<file path="src/rtl/trng_map_pkg.sv">
// Shared types and constants for the TRNG select-map writer.
//   NUM_ENTRIES / SEL_W / ADDR_W : map geometry
//   map_state_e                  : writer FSM states
//   map_image_t                  : full 16 x 3-bit map image
//   popcount()                   : number of set bits in an entry mask
package trng_map_pkg;

    localparam int unsigned NUM_ENTRIES = 16;
    localparam int unsigned SEL_W       = 3;
    localparam int unsigned ADDR_W      = 4;
    localparam int unsigned CNT_W       = 5;
    localparam int unsigned IMG_W       = NUM_ENTRIES * SEL_W;

    typedef enum logic [1:0] {
        IDLE  = 2'd0,
        LOAD  = 2'd1,
        WRITE = 2'd2,
        FIN   = 2'd3
    } map_state_e;

    typedef logic [NUM_ENTRIES-1:0][SEL_W-1:0] map_image_t;

    // Number of set bits in an entry mask (0..NUM_ENTRIES).
    function automatic logic [CNT_W-1:0] popcount(input logic [NUM_ENTRIES-1:0] m);
        logic [CNT_W-1:0] cnt;
        cnt = '0;
        for (int unsigned i = 0; i < NUM_ENTRIES; i++) begin
            cnt = cnt + CNT_W'(m[i]);
        end
        return cnt;
    endfunction

endpackage

</file>
<file path="src/rtl/trng_map_pick2.sv">
// Combinational finder of the two lowest set bits of an entry mask.
//   mask_i  : entry mask
//   a_o     : index of lowest set bit (0 when none)
//   b_o     : index of next-lowest set bit (0 when none)
//   has_a_o : at least one bit set
//   has_b_o : at least two bits set
module trng_map_pick2
    import trng_map_pkg::*;
(
    input  logic [NUM_ENTRIES-1:0] mask_i,
    output logic [ADDR_W-1:0]      a_o,
    output logic [ADDR_W-1:0]      b_o,
    output logic                   has_a_o,
    output logic                   has_b_o
);

    logic [NUM_ENTRIES-1:0] rest;

    // Scan high-to-low so the last hit is the lowest index.
    always_comb begin
        a_o  = '0;
        b_o  = '0;
        rest = '0;
        for (int i = int'(NUM_ENTRIES) - 1; i >= 0; i--) begin
            if (mask_i[i]) a_o = ADDR_W'(i);
        end
        rest = mask_i & ~(NUM_ENTRIES'(1) << a_o);
        for (int i = int'(NUM_ENTRIES) - 1; i >= 0; i--) begin
            if (rest[i]) b_o = ADDR_W'(i);
        end
    end

    assign has_a_o = |mask_i;
    assign has_b_o = |rest;

endmodule

</file>
<file path="src/rtl/trng_map_writer.sv">
// Initiator for the TRNG select-map write port. Accepts a full map image,
// diffs it against a shadow of the map core contents and streams only the
// changed entries to the core, two per cycle.
//   clk, rst                    : clock, synchronous active-high reset
//   cfg_valid/cfg_ready         : image handshake
//   cfg_image, cfg_force_all    : image and write-all request (captured on accept)
//   busy, done                  : job in progress / one-cycle completion pulse
//   write_count                 : entries written by the last job
//   shadow                      : image the map core holds
//   valid, trng_sel1/2,
//   trng_sel1adress/2adress     : map core write port (two entries per strobe)
module trng_map_writer
    import trng_map_pkg::*;
(
    input  logic               clk,
    input  logic               rst,
    input  logic               cfg_valid,
    output logic               cfg_ready,
    input  logic [IMG_W-1:0]   cfg_image,
    input  logic               cfg_force_all,
    output logic               busy,
    output logic               done,
    output logic [CNT_W-1:0]   write_count,
    output logic [IMG_W-1:0]   shadow,
    output logic               valid,
    output logic [SEL_W-1:0]   trng_sel1,
    output logic [SEL_W-1:0]   trng_sel2,
    output logic [ADDR_W-1:0]  trng_sel1adress,
    output logic [ADDR_W-1:0]  trng_sel2adress
);

    map_state_e             state_q, state_d;
    map_image_t             img_q, img_d;
    map_image_t             shadow_q, shadow_d;
    logic                   force_q, force_d;
    logic [NUM_ENTRIES-1:0] dirty_q, dirty_d;
    logic [CNT_W-1:0]       cnt_q, cnt_d;
    logic [CNT_W-1:0]       wcount_q, wcount_d;
    logic                   valid_q, valid_d;
    logic [SEL_W-1:0]       sel1_q, sel1_d, sel2_q, sel2_d;
    logic [ADDR_W-1:0]      addr1_q, addr1_d, addr2_q, addr2_d;

    logic [NUM_ENTRIES-1:0] new_mask;
    logic [NUM_ENTRIES-1:0] pick_src;
    logic [NUM_ENTRIES-1:0] clr_mask;
    logic [ADDR_W-1:0]      pick_a, pick_b, pick_b_eff;
    logic                   pick_has_a, pick_has_b;

    // Entries that differ from what the core holds (or all, when forced).
    always_comb begin
        new_mask = '0;
        for (int unsigned i = 0; i < NUM_ENTRIES; i++) begin
            new_mask[i] = force_q | (img_q[i] != shadow_q[i]);
        end
    end

    // The pair for the next WRITE cycle is registered one edge ahead, so in
    // LOAD the picker looks at the fresh diff instead of the stored mask.
    assign pick_src = (state_q == LOAD) ? new_mask : dirty_q;

    trng_map_pick2 u_pick2 (
        .mask_i  (pick_src),
        .a_o     (pick_a),
        .b_o     (pick_b),
        .has_a_o (pick_has_a),
        .has_b_o (pick_has_b)
    );

    assign pick_b_eff = pick_has_b ? pick_b : pick_a;
    assign clr_mask   = (NUM_ENTRIES'(1) << pick_a) | (NUM_ENTRIES'(1) << pick_b_eff);

    // Next-state and datapath update.
    always_comb begin
        state_d  = state_q;
        img_d    = img_q;
        force_d  = force_q;
        shadow_d = shadow_q;
        dirty_d  = dirty_q;
        cnt_d    = cnt_q;
        wcount_d = wcount_q;
        valid_d  = 1'b0;
        sel1_d   = sel1_q;
        sel2_d   = sel2_q;
        addr1_d  = addr1_q;
        addr2_d  = addr2_q;

        case (state_q)
            IDLE: begin
                if (cfg_valid) begin
                    img_d   = map_image_t'(cfg_image);
                    force_d = cfg_force_all;
                    state_d = LOAD;
                end
            end
            LOAD, WRITE: begin
                if (state_q == LOAD) begin
                    cnt_d = popcount(new_mask);
                end else begin
                    // The pair on the port is captured by the core at this edge.
                    shadow_d[addr1_q] = sel1_q;
                    shadow_d[addr2_q] = sel2_q;
                end
                if (pick_has_a) begin
                    valid_d = 1'b1;
                    addr1_d = pick_a;
                    addr2_d = pick_b_eff;
                    sel1_d  = img_q[pick_a];
                    sel2_d  = img_q[pick_b_eff];
                    dirty_d = pick_src & ~clr_mask;
                    state_d = WRITE;
                end else begin
                    dirty_d  = '0;
                    wcount_d = (state_q == LOAD) ? popcount(new_mask) : cnt_q;
                    state_d  = FIN;
                end
            end
            FIN: begin
                state_d = IDLE;
            end
            default: begin
                state_d = IDLE;
            end
        endcase
    end

    // State and datapath registers.
    always_ff @(posedge clk) begin
        if (rst) begin
            state_q  <= IDLE;
            img_q    <= '0;
            force_q  <= 1'b0;
            shadow_q <= '0;
            dirty_q  <= '0;
            cnt_q    <= '0;
            wcount_q <= '0;
            valid_q  <= 1'b0;
            sel1_q   <= '0;
            sel2_q   <= '0;
            addr1_q  <= '0;
            addr2_q  <= '0;
        end else begin
            state_q  <= state_d;
            img_q    <= img_d;
            force_q  <= force_d;
            shadow_q <= shadow_d;
            dirty_q  <= dirty_d;
            cnt_q    <= cnt_d;
            wcount_q <= wcount_d;
            valid_q  <= valid_d;
            sel1_q   <= sel1_d;
            sel2_q   <= sel2_d;
            addr1_q  <= addr1_d;
            addr2_q  <= addr2_d;
        end
    end

    assign cfg_ready       = (state_q == IDLE);
    assign busy            = (state_q != IDLE);
    assign done            = (state_q == FIN);
    assign write_count     = wcount_q;
    assign shadow          = shadow_q;
    assign valid           = valid_q;
    assign trng_sel1       = sel1_q;
    assign trng_sel2       = sel2_q;
    assign trng_sel1adress = addr1_q;
    assign trng_sel2adress = addr2_q;

endmodule

</file>
<file path="config.mk">
export PLATFORM = sky130hd
export DESIGN_NAME = trng_map_writer
export DESIGN_NICKNAME = d
export VERILOG_FILES = /design/src/rtl/trng_map_pkg.sv /design/src/rtl/trng_map_pick2.sv /design/src/rtl/trng_map_writer.sv
export SDC_FILE = /design/constraint.sdc
export NUM_CORES = 1
export LEC_CHECK = 0
export ABC_AREA = 1
export BUFFER_PORTS_ARGS = -buffer_cell sky130_fd_sc_hd__buf_2
export CORE_MARGIN = 3
export CORE_UTILIZATION = 40
export CTS_BUF_LIST = sky130_fd_sc_hd__clkbuf_16
export CTS_CLUSTER_SIZE = 28
export DETAILED_ROUTE_END_ITERATION = 6
export GPL_TIMING_DRIVEN = 0
export HOLD_SLACK_MARGIN = 0.1
export REMOVE_ABC_BUFFERS = 1
export SLEW_MARGIN = 40
export SYNTH_ARGS = -nofsm -noshare
export SYNTH_HDL_FRONTEND = slang
export SYNTH_SLANG_ARGS = --single-unit
export TNS_END_PERCENT = 1
</file>
<file path="constraint.sdc">
create_clock -name clk -period 4.9 [get_ports clk]
set_clock_uncertainty 0.15 [all_clocks]
set_input_delay 0.245 -clock clk [delete_from_list [all_inputs] [get_ports clk]]
set_output_delay 0.245 -clock clk [all_outputs]
set_load 0.02 [all_outputs]
</file>
**Yosys cells after proc, flatten, opt, wreduce, memory -nomap -nowiden**

Cells that the tools add are included.

- Input port bits: 52
- Register bits: 140
- Memory bits (read-only): 0
- Memory bits (writable): 0
- Memories kept: 0
- Output and inout bits: 71
- Bits in latches: 0
- Word-level logic and storage cells: 171

- Mux-type cells: 50
- Shifts and indexed selects: 2
- Magnitude comparators: 6
- Bitwise logic cells: 24
- Multiply operators: 0
- Divide/modulo/power cells: 0
- Add/sub/neg operators: 15
- Reductions and logical operators: 12
- Equal/unequal tests: 20

Operators with widths:

| operator | number |
|---|---|
| 4-bit 2-to-1 mux | 33 |
| 48-bit bitwise mux | 2 |
| 5-bit by 1-bit adder with 5-bit output | 11 |
| 3-bit != test | 16 |
| 16-bit bitwise AND | 2 |
| 16-bit 2-to-1 mux | 2 |
| 16-bit NOT | 2 |
| 16-bit OR reduction | 2 |
| 1-bit by 4-bit << shifter with 16-bit output (first input constant) | 2 |
| 3-bit binary-select mux with 4-bit select | 2 |
| 3-bit demux with 4-bit select | 2 |
| 4-bit by 5-bit less-than comparator with 1-bit output (second input constant) | 4 |
| 1-bit bitwise OR | 16 |
| 16-bit bitwise OR | 1 |
| 3-bit 2-to-1 mux | 4 |
| 4-bit by 1-bit >= comparator with 1-bit output (second input constant) | 2 |
| 2-bit AND reduction | 4 |
| 2-bit case mux with 3 select lines | 1 |
| 4-bit by 1-bit adder with 5-bit output | 1 |
| 5-bit 2-to-1 mux | 1 |
| 3-bit by 1-bit adder with 4-bit output | 1 |
| 2-bit equality test (second input constant) | 2 |
| 2-bit OR reduction | 2 |
| 2-bit by 1-bit adder with 3-bit output | 1 |
| 9 further kinds | 13 |

**Depth between registers and ports, before layout**

Gate-level depths: netlist of the first run.

- Depth after elaboration: 44
- Mapped depth: 48

**Cells and area by module**

A second synthesis of the first run with hierarchy kept.

- Cell total of the unflattened synthesis: 1,341
- Area, all modules: 8,649.5 µm²

By module, submodules not included:

| module | cells an instance | instances | seq. area each (µm²) | area each (µm²) |
|---|---|---|---|---|
| trng_map_writer | 1,219 | 1 | 2,802.7 | 8,039.0 |
| trng_map_pick2 | 122 | 1 | 0.0 | 610.6 |

**Worst setup path after synthesis of the first run**

OpenSTA, ideal clock, no wires.

- Kind: flip-flop to flip-flop
- Start point: register shadow_q (netlist bit shadow[1])
- End point: register wcount_q[1], in the netlist write_count[1]
- Period minus slack after synthesis: 4.293 ns
- Slack: 0.607 ns
- Setup time: 0.134 ns
- Data arrival time: 4.009 ns
- Data required time: 4.616 ns
- Buffers on the path: 0
- Stages on the path, launching flop included: 16
- Path through: dfxtp_1 -> inv_2 -> a211oi_1 -> o2111ai_1 -> fa_1 -> xnor2_1 -> inv_1 -> ha_1 -> fa_1 -> fa_1 -> ha_1 -> inv_1 -> fa_1 -> nor2_1 -> a211oi_1 -> a211oi_1

- Longest elaborated chain between the ends: 18

RTL lines:

| element | RTL line | source |
|---|---|---|
| from (decl) | trng_map_writer.sv:34 | `map_image_t shadow_q, shadow_d;` |
| from (signal assigned) | trng_map_writer.sv:145 | `shadow_q <= shadow_d;` |
| 3-bit != test * | trng_map_writer.sv:53 | `new_mask[i] = force_q \| (img_q[i] != shadow_q[i]);` |
| 1-bit bitwise OR * | trng_map_writer.sv:53 |  |
| 1-bit by 1-bit adder with 2-bit output | trng_map_pkg.sv:28 | `cnt = cnt + CNT_W'(m[i]);` |
| 2-bit by 1-bit adder with 3-bit output | trng_map_pkg.sv:28 |  |
| 3-bit by 1-bit adder with 4-bit output | trng_map_pkg.sv:28 |  |
| 4-bit by 1-bit adder with 5-bit output | trng_map_pkg.sv:28 |  |
| 5-bit by 1-bit adder with 5-bit output (11 in a row) | trng_map_pkg.sv:28 |  |
| 5-bit 2-to-1 mux | - |  |
| to (signal assigned) | trng_map_writer.sv:148 | `wcount_q <= wcount_d;` |
| to (decl) | trng_map_writer.sv:38 | `logic [CNT_W-1:0] wcount_q, wcount_d;` |

Every way passes the cells marked *; elsewhere a longest branch is shown, timed or not.
A chain may end at the register's enable or synchronous reset.

**Worst setup path in the final report of the first run**

- Start point: register force_q
- End point: register wcount_q[1], in the netlist write_count[1]

- Longest elaborated chain between the ends: 17

RTL lines:

| element | RTL line | source |
|---|---|---|
| from (decl) | trng_map_writer.sv:35 | `logic force_q, force_d;` |
| from (signal assigned) | trng_map_writer.sv:144 | `force_q <= force_d;` |
| 1-bit bitwise OR | trng_map_writer.sv:53 |  |
| 1-bit by 1-bit adder with 2-bit output | trng_map_pkg.sv:28 |  |
| 2-bit by 1-bit adder with 3-bit output | trng_map_pkg.sv:28 |  |
| 3-bit by 1-bit adder with 4-bit output | trng_map_pkg.sv:28 |  |
| 4-bit by 1-bit adder with 5-bit output | trng_map_pkg.sv:28 |  |
| 5-bit by 1-bit adder with 5-bit output (11 in a row) | trng_map_pkg.sv:28 |  |
| 5-bit 2-to-1 mux | - |  |

Several ways; a longest one is shown, not always the timed one.

==> summary.md, run 1 <==
| Metric | Value |
|---|---|
| Top FF cell, synth | `dfxtp_1` |
| Worst hold-check path type | `reg -> reg` |
| Min Tclk post-route | `between 4000 and 5000 ps` |
| Slew Limit Headroom | `0.434` |
| DRC viols | `0` |
| Proportion of synthesized area in mux cells | `0` |
| Crit-path cells | `clkinv_4 -> buf_4 -> and3_1 -> nand2_1 -> inv_1 -> fa_1 -> fa_1 -> inv_1 -> fa_1 -> fa_1 -> ha_1 -> inv_1 -> fa_1 -> nor2_1 -> a211oi_1 -> a211oi_1` |
| Syn_area_per_cell | `about 6.6 sq um` |
| WHS | `between 200 and 300 ps` |
| Simple logic cell fraction of the synthesized area | `0.242` |
| # clock sinks | `140` |
| Layout cells sized above 1 | `0.187` |
| First-pass GRT wire length | `slightly below 50 mm` |
| Synth Warn # | `0` |
| IO buf count | `between 100 and 150` |
| Synthesis-stage register bit count | `between 100 and 150` |
| Max-slew violation count | `0` |
| Worst setup EP type | `flip-flop` |
| Synth async-reset ratio | `0` |
| CTS H-tree depth | `4` |
| Clock Tree Buf Depth | `2` |
| R2R Setup Slk | `~260 ps` |
| Commonest non-fill, non-tap cells in the layout | `255 x nand2_1, 148 x inv_1, 147 x o21ai_0, 132 x dfxtp_1, 129 x nor2_1` |
| Post-Synth Adder-Cell Area | `0.0364` |
| Largest family of logic cells by synthesized area | `compound AO/OA/AOI/OAI gates` |
| XOR/XNOR share of the synthesized area | `0.0240` |
| Max-cap viol count | `0` |
| Worst min-delay path startpoint | `dirty_q[1]` |
| Post-Synthesis Cells | `roughly 1,300` |
| Most frequent CP cell | `fa_1` |
| EDFF count, synth | `0` |
| Die height | `around 150 um` |
| Reg-to-Reg End | `write_count[1]` |
| Largest net degree at the start of global routing | `85` |
| Placed Cells | `approximately 1,600` |
| Worst slew pin tran | `~850 ps` |
| Total grt overflow | `0` |
| Critical Path AT | `4790 ps` |
| Via count | `9,357` |
| Final wirelength | `roughly 32 mm` |
| Top-area cell type share of the netlist area | `0.334` |
| Compound-Gate Fraction of Synth Area | `0.255` |
| Crit-path max cell delay | `a little under 600 ps` |
| Skew-Pair Late Insertion Delay | `430 ps` |
| Critical path startpoint category | `flip-flop` |
| 1st-iter DRT viols | `between 800 and 900` |
| Via density per instance | `about 5.5` |
| Total Routing Usage GR | `0.281` |
| Core Rows | `52` |
| RSZ-0062 raised after global routing | `no` |
| Req. time, crit path | `approximately 5000 ps` |
| Critical path fanouts, max | `9` |
| Critical path capture point | `write_count[1]` |
| Setup violators final | `0` |
| Largest cells by area after synthesis | `dfxtp_1 33%, nand2_1 12%, o21ai_0 8.8%` |
| Initial core utilization | `0.411` |
| Sequential share of the synthesized area | `0.334` |
| Ant. Diodes | `0` |
| Cell Area, Synth | `~8400 sq um` |
| Antenna Nets Post-Route | `0` |
| Gp weighted congestion | `0.961` |
| Most common cell after layout, fill and taps aside | `nand2_1` |
| Leading area contributor after synthesis | `dfxtp_1` |
| Area Growth Syn to Fin | `27.2%` |
| DR pass1 iterations | `5` |
| Clock-pin slew on the worst setup and hold paths | `around 60 ps` |
| Fmax | `~0.22 GHz` |
| Root Buffer | `clkbuf_16` |
| Final hold violation count | `0` |
| Library cells used by synthesis | `52` |
| Critical path class | `reg -> reg` |
| Worst Setup SP | `force_q` |
| Outcome | `finished, final reports clean` |
| Routed WL per cell | `18.7 um` |
| Initial antenna violation count | `0` |
| CTS tree | `done` |
| FILL cells | `2,076` |
| Fin cells | `approximately 1,700` |
| Critical Path Slowest Stage Cell | `fa_1` |
| Chip width | `around 150 um` |
| Layout net count | `approximately 1,500` |
| Setup TNS Final | `0 ps` |
| Reg2Reg Depth | `16` |
| CTS buffer count | `17` |
| IO Pins | `about 120` |
| DIE AREA | `around 23,000 sq um` |
| Reg2reg start | `force_q` |
| Final cycle utilization of the critical path | `0.948` |
| Placed wire-length estimate | `around 22 mm` |
| Vias in the first global route | `between 8,000 and 9,000` |
| Core area | `20,400 sq um` |
## worst min path at each step
stage                                    end  slack (ps)  depth (start not counted)
after floorplan           trng_sel1adress[3]         160                          1
after global placement            dirty_q[1]         280                          2
after detailed placement          dirty_q[1]         290                          2
after CTS                         dirty_q[0]         290                          2
after global routing              dirty_q[1]         330                          2
final                             dirty_q[1]         290                          2
## sequential cells by signal, indices dropped and copies added, names as in the netlist
register	cells
valid	1
img_q	48
write_count	5
dirty_q	16
trng_sel1	3
trng_sel2	3
cnt_q	5
trng_sel2adress	4
shadow	48
trng_sel1adress	4
force_q	1
state_q	2
## worst max-delay path, delay by kind of cell (launching register included)
| kind | cells | cell delay (ps) |
|---|---|---|
| and+or+nand+nor | 3 | 350 |
| AOI/OAI and AO/OA | 2 | 340 |
| DFF | 1 | 410 |
| adders and majority gates | 6 | 2750 |
| buffers and inverters | 5 | 500 |
## per-stage QoR
step / instance area, sq um / worst slack (ps) / util
final: 10700 / 255 / 0.523
after global routing: 10700 / 4.47 / 0.523
after CTS: 10500 / 53.6 / 0.513
after detailed placement: 9150 / -1320 / 0.448
after global placement: 9080 / -1500 / 0.445
after floorplan: 8130 / 483 / -
## cells in the mapped netlist, types with 6 or more instances
master	count
buf_2	6
o21ai_1	20
nand3_1	33
a21oi_1	84
fa_1	9
o21ai_0	147
o21ai_2	7
a31oi_1	37
nand2_2	7
xnor2_1	20
o22ai_1	9
o32ai_1	12
nor2_1	134
ha_1	10
inv_1	151
nor3_1	14
nand2_1	261
inv_2	23
dfxtp_1	140
nand4_1	16
a211oi_1	7
a221oi_1	12
clkbuf_1	43
## routing by layer
layer,vias up,wire [um],track usage
li1,4532,-,-
met1,4321,13900,0.376
met2,416,14400,0.443
met3,88,2530,0.0548
met4,0,1280,0.115
met5,-,0,0
## kinds of logic after synthesis
kind of cell,count (synthesis)
simple gates,484
compound gates,365
buf+inv,232
flops,140
xor+xnor,23
fa+ha+maj,19
## area by class of cell
type	count	area (sq um)	share of cell area
multi-input combinational	892	4860	0.455
clock buffer	17	425	0.0398
tap	270	338	0.0316
clock inverter	15	204	0.0191
timing repair buffer	201	1360	0.128
sequential	140	2810	0.263
inverter	175	679	0.0636
## what timing repair did
item,in CTS,in global routing
endpoints found under the hold margin,52,0
setup buffers,13,13
resized for setup,18,25
hold buffers,51,0
setup endpoints to repair,21,18
pin swaps,4,11
gates cloned,0,1
Power of run 1 is left out: the tool's default activity adds up to more than one toggle a clock period on the data nets, which glitch-free logic cannot reach.
==> inputs of run 2 (changes only) <==
- TNS_END_PERCENT: 1 -> not set
- clock period: 4.9 -> 5.5 ns (I/O delays scaled with it)
==> run 2 against run 1 <==
  * Clock-buffer cell count is the same
  * Worst hold slack lost 160 ps
  * Maximum frequency shrank 7.1%
==> summary.md, run 2 (synthesized netlist as in run 1, its figures left out) <==
| Metric | Value |
|---|---|
| Chip width | `151 um (unchanged)` |
| Layout cells sized above 1 | `0.165 (was 0.187)` |
| Core area | `20,400 sq um (unchanged)` |
| Critical Path AT | `5180 ps (was 4790 ps)` |
| DR pass1 iterations | `6 (was 5)` |
| Final Util | `0.510 (was 0.523)` |
| Gp weighted congestion | `0.961 (unchanged)` |
| Total Routing Usage GR | `0.277 (was 0.281)` |
| Setup violators final | `0 (unchanged)` |
| Initial core utilization | `0.411 (unchanged)` |
| CTS tree | `done (unchanged)` |
| Initial antenna violation count | `0 (unchanged)` |
| Vias in the first global route | `8,587 (was 8,713)` |
| Worst setup EP type | `flip-flop (unchanged)` |
| Root Buffer | `clkbuf_16 (unchanged)` |
| Via density per instance | `5.43 (was 5.47)` |
| Most common cell after layout, fill and taps aside | `nand2_1 (unchanged)` |
| Critical path startpoint category | `flip-flop (unchanged)` |
| Delay-heaviest family, CP | `simple AND/OR/NAND/NOR gates (was adder cells)` |
| DIE AREA | `22,800 sq um (unchanged)` |
| Clock Tree Buf Depth | `2 (unchanged)` |
| Via count | `9,182 (was 9,357)` |
| Setup TNS Final | `0 ps (unchanged)` |
| Total grt overflow | `0 (unchanged)` |
| Outcome | `finished, final reports clean (unchanged)` |
| IO Pins | `123 (unchanged)` |
| Final cycle utilization of the critical path | `0.909 (was 0.948)` |
| Clock-pin slew on the worst setup and hold paths | `60 ps (about the same)` |
| Fmax | `0.200 GHz (was 0.215 GHz)` |
| Area Growth Syn to Fin | `24.2% (was 27.2%)` |
| Min Tclk post-route | `5000 ps (was 4640 ps)` |
| First-pass GRT wire length | `48.2 mm (was 48.8 mm)` |
| Crit path depth | `37 (was 16)` |
| Antenna Nets Post-Route | `0 (unchanged)` |
| Die height | `151 um (unchanged)` |
| # clock sinks | `140 (unchanged)` |
| 1st-iter DRT viols | `919 (was 816)` |
| Critical path class | `reg -> reg (unchanged)` |
| Largest net degree at the start of global routing | `85 (unchanged)` |
| IO buf count | `122 (unchanged)` |
| Most frequent CP cell | `nand2_1 (was fa_1)` |
| Max-cap viol count | `0 (unchanged)` |
| Commonest non-fill, non-tap cells in the layout | `259 x nand2_1, 151 x inv_1, 147 x o21ai_0, 136 x dfxtp_1, 132 x nor2_1 (was 255 x nand2_1, 148 x inv_1, 147 x o21ai_0, 132 x dfxtp_1, 129 x nor2_1)` |
| WHS | `125 ps (was 288 ps)` |
| Ant. Diodes | `0 (unchanged)` |
| Critical Path Slowest Stage Cell | `dfxtp_1 (was fa_1)` |
| Worst hold-check path type | `in -> reg (was reg -> reg)` |
| Final hold violation count | `0 (unchanged)` |
| Routed WL per cell | `18.7 um (about the same)` |
| Reg2Reg Depth | `37 (was 16)` |
| Final wirelength | `31.6 mm (was 32.1 mm)` |
| DRC viols | `0 (unchanged)` |
| Max-slew violation count | `0 (unchanged)` |
| Slew Limit Headroom | `0.438 (was 0.434)` |
| Crit-path max cell delay | `320 ps (was 580 ps)` |
| Worst Path Buf+Inv | `4 (was 5)` |
| Placed wire-length estimate | `22.5 mm (unchanged)` |
| Req. time, crit path | `5680 ps (was 5040 ps)` |
| Hold Path Depth | `3 (was 2)` |
| Skew-Pair Late Insertion Delay | `430 ps (about the same)` |
| Worst slew pin tran | `842 ps (was 848 ps)` |
| Layout net count | `1,479 (was 1,498)` |
| Core Rows | `52 (unchanged)` |
| CTS H-tree depth | `4 (unchanged)` |
| CTS buffer count | `17 (unchanged)` |
| Critical path fanouts, max | `27 (was 9)` |
[run 2: layer usage]
| layer | global-route usage | share of wire | vias to the layer above |
|---|---|---|---|
| met1 | 0.375 | 0.44 | 4224 |
| met2 | 0.435 | 0.45 | 390 |
| met5 | 0 | 0 | - |
| met4 | 0.115 | 0.037 | 0 |
| met3 | 0.0518 | 0.073 | 79 |
| li1 | - | - | 4489 |
[run 2: repair_timing]
item / CTS / global route
hold buffers: 49 / 0
pin swaps: 0 / 2
buffers inserted: 0 / 10
endpoints found under the setup margin: 17 / 17
endpoints found under the hold margin: 49 / 0
resized for setup: 7 / 10
[run 2: worst paths after layout]
kind,slack [ps],startpoint,to
max,500,state_q[1],trng_sel2[1]
min,120,cfg_image[33],img_q[33]
max reg2reg,500,state_q[1],trng_sel2[1]
min reg2reg,290,dirty_q[1],dirty_q[1]
[run 2: worst register-to-register path, delay by kind of cell, from the launching register on]
family,cells,cell delay (ps)
adder cells (fa/ha/maj),1,290
buffers and inverters,4,530
AO/OA/AOI/OAI,1,230
flip-flops,1,320
AND/OR/NAND/NOR,31,3350
[run 2: cell type report]
type	instances	area [sq um]
clock buffer	17	425
clock inverter	15	204
fill	2107	10000
inverter	175	671
multi-input combinational	891	4760
sequential	140	2810
tap	270	338
timing repair buffer	183	1220
[run 2: stage by stage]
| stage | instance area [sq um] | instances | worst slack, ps |
|---|---|---|---|
| floorplan | 8130 | 1206 | 1080 |
| global placement | 9080 | 1598 | -898 |
| detailed placement | 9150 | 1600 | -718 |
| CTS | 10300 | 1681 | 35.4 |
| global route | 10400 | 1691 | -6.24 |
| finish | 10400 | 1691 | 498 |
Power of run 2 is left out for the same reason.
